## src/rtl/vec_exec_sequencer.sv

```systemverilog
// Execute sequencer for the vector coprocessor: accepts one decoded op, steps the
// lane datapath through element groups, runs the reduction tail, then writes back.
module vec_exec_sequencer #(
  parameter int VLEN  = 128,
  parameter int SEW   = 8,
  parameter int LANES = 4
) (
  input  logic                 vsi_clk,
  input  logic                 vsi_rst,
  input  logic                 vsi_op_valid,
  output logic                 vsi_op_ready,
  output logic                 vsi_cop_idle,
  input  logic                 is_vxor,
  input  logic                 is_vmacc,
  input  logic                 is_vredsum,
  input  logic                 is_vslideup,
  input  logic                 is_vrgather,
  input  logic [7:0]           op_vl,
  output logic                 dp_grp_en,
  output logic [((((VLEN/SEW)+LANES-1)/LANES) > 1 ? $clog2(((VLEN/SEW)+LANES-1)/LANES) : 1)-1:0] dp_grp_idx,
  output logic                 dp_phase,
  output logic                 dp_first,
  output logic                 dp_last,
  output logic                 dp_red_en,
  output logic                 wb_en,
  input  logic                 wb_ready,
  output logic                 op_err
);

  localparam int VLMAX   = VLEN / SEW;
  localparam int GRP_MAX = (VLMAX + LANES - 1) / LANES;
  localparam int GW      = (GRP_MAX > 1) ? $clog2(GRP_MAX) : 1;
  localparam int RED_CYC = $clog2(LANES);
  localparam int RW      = (RED_CYC > 0) ? $clog2(RED_CYC + 1) : 1;

  typedef enum logic [2:0] {S_IDLE, S_EXEC, S_RED, S_WB, S_ERR} state_t;

  state_t          state_q, state_d;
  logic [GW-1:0]   grp_q, grp_d;
  logic [GW-1:0]   last_grp_q, last_grp_d;
  logic            phase_q, phase_d;
  logic [RW-1:0]   red_cnt_q, red_cnt_d;
  logic            is_red_q, is_red_d;
  logic            is_gth_q, is_gth_d;
  logic [7:0]      vl_eff;
  logic            last_cyc;
  logic            run;

  // Oversized vl saturates at VLMAX rather than wrapping.
  assign vl_eff   = (32'(op_vl) > VLMAX) ? 8'(VLMAX) : op_vl;
  assign last_cyc = (grp_q == last_grp_q) && (!is_gth_q || phase_q);
  assign run      = !vsi_rst;

  always_comb begin
    state_d    = state_q;
    grp_d      = grp_q;
    last_grp_d = last_grp_q;
    phase_d    = phase_q;
    red_cnt_d  = red_cnt_q;
    is_red_d   = is_red_q;
    is_gth_d   = is_gth_q;
    unique case (state_q)
      S_IDLE: begin
        if (vsi_op_valid) begin
          is_red_d   = is_vredsum;
          is_gth_d   = is_vrgather;
          last_grp_d = GW'((vl_eff - 8'd1) / 8'(LANES));
          grp_d      = '0;
          phase_d    = 1'b0;
          red_cnt_d  = '0;
          if (!$onehot({is_vxor, is_vmacc, is_vredsum, is_vslideup, is_vrgather}))
            state_d = S_ERR;
          else if (vl_eff == 8'd0)
            state_d = S_IDLE;
          else
            state_d = S_EXEC;
        end
      end
      S_EXEC: begin
        if (is_gth_q && !phase_q) begin
          phase_d = 1'b1;
        end else begin
          phase_d = 1'b0;
          if (!last_cyc) grp_d = grp_q + GW'(1);
        end
        if (last_cyc) begin
          red_cnt_d = '0;
          state_d   = (is_red_q && RED_CYC > 0) ? S_RED : S_WB;
        end
      end
      S_RED: begin
        red_cnt_d = red_cnt_q + RW'(1);
        if (red_cnt_q == RW'(RED_CYC - 1)) state_d = S_WB;
      end
      S_WB:    if (wb_ready) state_d = S_IDLE;
      S_ERR:   state_d = S_IDLE;
      default: state_d = S_IDLE;
    endcase
  end

  always_ff @(posedge vsi_clk) begin
    if (vsi_rst) begin
      state_q    <= S_IDLE;
      grp_q      <= '0;
      last_grp_q <= '0;
      phase_q    <= 1'b0;
      red_cnt_q  <= '0;
      is_red_q   <= 1'b0;
      is_gth_q   <= 1'b0;
    end else begin
      state_q    <= state_d;
      grp_q      <= grp_d;
      last_grp_q <= last_grp_d;
      phase_q    <= phase_d;
      red_cnt_q  <= red_cnt_d;
      is_red_q   <= is_red_d;
      is_gth_q   <= is_gth_d;
    end
  end

  // Every output is forced low while reset is held, regardless of stored state.
  assign vsi_op_ready = run && (state_q == S_IDLE);
  assign vsi_cop_idle = run && (state_q == S_IDLE);
  assign dp_grp_en    = run && (state_q == S_EXEC);
  assign dp_grp_idx   = dp_grp_en ? grp_q : '0;
  assign dp_phase     = dp_grp_en && phase_q;
  assign dp_first     = dp_grp_en && (grp_q == '0) && !phase_q;
  assign dp_last      = dp_grp_en && last_cyc;
  assign dp_red_en    = run && (state_q == S_RED);
  assign wb_en        = run && (state_q == S_WB);
  assign op_err       = run && (state_q == S_ERR);

endmodule

```

## config.mk

```make
export PLATFORM = sky130hd
export DESIGN_NAME = vec_exec_sequencer
export DESIGN_NICKNAME = d
export VERILOG_FILES = /design/src/rtl/vec_exec_sequencer.sv
export SDC_FILE = /design/constraint.sdc
export NUM_CORES = 1
export LEC_CHECK = 0
export BUFFER_PORTS_ARGS = -buffer_cell sky130_fd_sc_hd__buf_2
export CORE_UTILIZATION = 40
export DETAILED_ROUTE_END_ITERATION = 16
export PLACE_DENSITY = 0.69
export SYNTH_ARGS = -nofsm -noshare
export SYNTH_HDL_FRONTEND = slang
export SYNTH_SLANG_ARGS = --single-unit
```

## constraint.sdc

```tcl
create_clock -name vsi_clk -period 3.76 [get_ports vsi_clk]
set_clock_uncertainty 0.1 [all_clocks]
set_input_delay 0.564 -clock vsi_clk [delete_from_list [all_inputs] [get_ports vsi_clk]]
set_output_delay 0.564 -clock vsi_clk [all_outputs]
set_load 0.005 [all_outputs]
```

==> After elaboration in Yosys (flattened, before gate mapping) <==
Cells that the tools add are included.
{ "op_classes": {"n_mux": 19, "div": 0, "n_eq_ne": 13, "n_reduce_logical": 25, "n_bitwise": 0, "n_shift": 0, "mul": 0, "n_addsub": 7, "order_cmp": 1} }
{ "op_table": {"columns": ["cell", "n"], "rows": [
  ["two-way mux 3 bit", 5],
  ["!= test 2 bit, second input constant", 6],
  ["one-hot mux 3 bit (4 select lines)", 1],
  ["logical AND 1 bit", 11],
  ["two-way mux 2 bit", 5],
  ["greater-than comparator 8 x 5 -> 1 bit, second input constant", 1],
  ["logical NOT 8 bit", 1],
  ["two-way mux 8 bit", 1],
  ["AND reduction 4 bit", 2],
  ["== test 3 x 1 -> 1 bit, second input constant", 2],
  ["== test 3 x 2 -> 1 bit, second input constant", 2],
  ["one-hot mux 2 bit (3 select lines)", 1],
  ["adder 1 x 1 -> 2 bit", 2],
  ["adder 2 x 1 -> 2 bit, second input constant", 2],
  ["two-way mux 1 bit", 4],
  ["one-hot mux 2 bit (2 select lines)", 1],
  ["AND reduction 2 bit", 2],
  ["subtractor 4 x 1 -> 4 bit, second input constant", 1],
  ["adder 2 x 2 -> 3 bit", 1],
  ["adder 3 x 1 -> 3 bit", 1],
  ["== test 3 bit, second input constant", 1],
  ["logical NOT 1 bit", 3],
  ["logical NOT 3 bit", 1],
  ["AND reduction 3 bit", 1],
  ["other kinds (7)", 7]
]} }
{ "word_totals": {"mem_bits_rw": 0, "out_inout_bits": 11, "latchBits": 0, "regBits": 12, "rom_bits": 0, "wordCells": 72, "n_memories": 0, "input_bits": 17} }

==> Longest topological paths before layout <==
{ "logic_depth": {"depth_word": 7, "mapped_depth": 8, "depth_no_buf": 8} }

==> Worst setup path after synthesis <==
OpenSTA, ideal clock, no wires.
{ "synth_timing": {"path_kind": "input to register", "start": "input port is_vxor", "end": "register state_q[0]", "arrival_time_ps": 2171, "cell_stages": 8, "t_required_ps": 3586, "n_path_buf": 0, "slack_ps": 1415, "setup_ps": 74, "cell_sequence": "inv_1 fa_1 fa_1 inv_1 ha_1 nor3_1 o311ai_1 a31oi_1"} }
{ "synth_via": {"elab_chain_cells": 5} }
{ "synth_lines": {"columns": ["element", "line", "text"], "rows": [
  ["from (decl)", "13", "input logic is_vxor,"],
  ["adder 3 x 1 -> 3 bit (implied by the code)", "71", "if (!$onehot({is_vxor, is_vmacc, is_vredsum, is_vslideup, is_vrgather}))"],
  ["== test 3 x 1 -> 1 bit", "71", null],
  ["two-way mux 3 bit", "71", null],
  ["two-way mux 3 bit", "64", "if (vsi_op_valid) begin"],
  ["one-hot mux 3 bit (4 select lines)", "62", "unique case (state_q)"],
  ["to (signal assigned)", "111", "state_q <= state_d;"],
  ["to (decl)", "38", "state_t state_q, state_d;"]
]} }
No other way between the ends. The select of a mux whose other input is x is not followed.
A chain may end at the register's enable or synchronous reset.

==> Worst setup path in the final report <==
{ "layout_timing": {"start": "register state_q[0]", "end": "output port dp_first"} }
{ "layout_via": {"elab_chain_cells": 4} }
{ "layout_lines": {"columns": ["element", "line", "text"], "rows": [
  ["== test 3 x 1 -> 1 bit", "124", "assign dp_grp_en = run && (state_q == S_EXEC);"],
  ["logical AND 1 bit", "124", null],
  ["logical AND 1 bit (2 in series)", "127", "assign dp_first = dp_grp_en && (grp_q == '0) && !phase_q;"],
  ["to (decl)", "22", "output logic dp_first,"]
]} }
No other way between the ends.

==> results_dict.tcl <==
set metrics [dict create \
    crit-reg2reg-launch "state_q[1]$_SDFFE_PP0P_" \
    drive_gt1_frac 0.288 \
    syn-mean-instance-area_sq_um 7.96 \
    track_usage 0.172 \
    clk_latency_ps 270 \
    worstPathRequired_ps 3100 \
    yosysTopAreaCellShare 0.285 \
    ys_seq_area_frac 0.285 \
    timing.final.crit_share 0.626 \
    cts_tree "built" \
    routedWlPerCell_microns 10.8 \
    root_buffer "clkbuf_4" \
    fillers 219 \
    die_x_microns 47.9 \
    clockPowerShare 0.237 \
    crit_family "simple AND/OR/NAND/NOR gates" \
    end_kind "primary output" \
    p_per_area_nw_per_um2 420 \
    async_flop_share 0 \
    cts_hold_buffers 0 \
    cts_setup_buffers 0 \
    worstSetupPathType "reg2out" \
    io_pins 28 \
    drcViolationCount 0 \
    fmax_mhz 425 \
    floorplan.initialDensity 0.430 \
    ys_types 41 \
    ir_drop_mv 0.188 \
    p_sw_frac 0.362 \
    antenna_left 0 \
    areaGrowthSynthToFinish_pct 21.5 \
    drv_cap 0 \
    rsz0062_at_grt "false" \
    diodes 0 \
    cts_sinks 12 \
    fp-row-count 16 \
    layout.nets 155 \
    final_max_slew_viol_count 0 \
    io_buffers 27 \
    synth_commonest_cells "dfxtp_1 (12), inv_1 (11), nor2_1 (11), nand2_1 (10), nor3_1 (7)" \
    yosys-top-cells-area "dfxtp_1 (28%), inv_1 (4.9%), nor2_1 (4.9%)" \
    slowest_stage "dfxtp_1" \
    drt_pass1_iterations 4 \
    totalNegativeSetupSlack_ps 0 \
    slew_headroom 0.688 \
    cts_made_buffers 3 \
    grt_max_degree 18 \
    yosys.area.top_type "dfxtp_1" \
    grt_antenna_before_repair 0 \
    path_clk_slew_ps 80 \
    core_area_sq_um 1960 \
    startpoint "state_q[0]$_SDFFE_PP0P_" \
    overflow 0 \
    switching_power_uw 156 \
    synthesis.nets 128 \
    place.gp.congestion 0.767 \
    fp.dieArea_sq_um 2300 \
    multi_input_area_sq_um 538 \
    synth-edff-count 0 \
    crit_path_start_kind "flop" \
    vias_per_cell 4.99 \
    hold_path_class "reg2reg" \
    worst-slew-pin-transition_ps 463 \
    leakagePower_uw 0.000470 \
    seqCellArea_sq_um 240 \
    vias 793 \
    drtIter0Drc 15 \
    hpwl_microns 1380 \
    finalHoldViolCount 0 \
    period_needed_ps 2350 \
    yosys.cell_count.top_type "dfxtp_1" \
    worstPathMaxFanout 14 \
    syn_inst 106 \
    status "finished, final reports clean" \
    setup_viol 0 \
    worstPathCellList "nand2b_1, or2_1, nor4b_1, buf_2" \
    pwr-share-seq 0.406 \
    dpl-instance-area_sq_um 988 \
    synth_seq_cells 12 \
    clockBufferDepth 2 \
    syn_area_sq_um 843 \
    arrival_ps 1690 \
    grt_first_pass_wirelength_microns 2820 \
    wl_microns 1730 \
    internal-power_uw 274 \
    design_area_sq_um 1020 \
    max_stage_delay_ps 580 \
    grt_pass1_vias 699 \
    die_h_microns 47.9 \
    min_from "is_red_q$_SDFFE_PP0P_" \
    cts_resized 0 \
    crit_buf_inv 1 \
    htree_levels 1 \
    ys.flop_type "dfxtp_1" \
    ys_warn_count 0 \
    combPwrFrac 0.356 \
]
[layout make-up]
| class | count | share of cell area |
|---|---|---|
| Sequential cell | 12 | 0.234 |
| Multi-Input combinational cell | 78 | 0.525 |
| Inverter | 11 | 0.0403 |
| Clock buffer | 4 | 0.0354 |
| Tap cell | 27 | 0.0330 |
| Timing Repair Buffer | 27 | 0.132 |
[registers in the layout, indices dropped and copies added (netlist names)]
register and count:
state_q 3, phase_q 1, red_cnt_q 2, is_red_q 1, last_grp_q 2, is_gth_q 1
grp_q 2
[metrics by stage]
| step | setup WS, ps | util | power (uW) | cells | hold WS (ps) |
|---|---|---|---|---|---|
| 2_1_floorplan | 1420 | - | 289 | 106 | 332 |
| 3_3_place_gp | 1290 | 0.504 | 326 | 155 | 347 |
| 3_5_place_dp | 1200 | 0.504 | 331 | 155 | 354 |
| 4_1_cts | 1400 | 0.522 | 435 | 159 | 368 |
| 5_1_grt | 1250 | 0.522 | 465 | 159 | 394 |
| 6_report | 1410 | 0.522 | 430 | 159 | 366 |
[worst register-to-register path, delay by kind of cell, from the launching register on]
family           cells  cell delay (ps)
flip-flops           1              600
AO/OA/AOI/OAI        1              310
multiplexers         1              280
AND/OR/NAND/NOR      2              250
[power groups by stage]
stage	Combinational [uW]	Clock [uW]	Sequential, uW
4_1_cts	155	106	175
2_1_floorplan	126	0	163
5_1_grt	175	110	180
6_report	153	102	175
3_5_place_dp	154	0	177
3_3_place_gp	149	0	177
[placed cells by master, fill, tap and decap left out, types with 3 or more instances in the layout]
| master | instances |
|---|---|
| a21oi_1 | 6 |
| inv_1 | 11 |
| clkbuf_4 | 3 |
| dfxtp_1 | 12 |
| nor2_1 | 11 |
| buf_2 | 27 |
| ha_1 | 3 |
| nand2_1 | 10 |
| nor3_1 | 7 |
| nand2b_1 | 3 |
[worst paths after layout]
| kind | to | slack (ps) | cells past startpoint |
|---|---|---|---|
| max | dp_first | 1410 | 4 |
| min | is_red_q$_SDFFE_PP0P_ | 370 | 2 |
| max reg2reg | state_q[2]$_SDFFE_PP0P_ | 2120 | 4 |
| min reg2reg | is_red_q$_SDFFE_PP0P_ | 370 | 2 |
[routing by layer]
layer  routed length, microns  global-route usage  up-vias
met3                       70              0.0226        0
met1                      801               0.221      353
met4                        0              0.0500        0
li1                         -                   -      416
met5                        0                   0        -
met2                      854               0.297       24
[cells by family after synthesis]
| family | share of synthesized area |
|---|---|
| adder cells (fa/ha/maj) | 0.0920 |
| flip-flops | 0.285 |
| XOR/XNOR | 0.0401 |
| buffers and inverters | 0.0771 |
| multiplexers | 0.0297 |
| AND/OR/NAND/NOR | 0.335 |
| AO/OA/AOI/OAI | 0.141 |
Note: power is estimated with default switching activity, not from simulation.
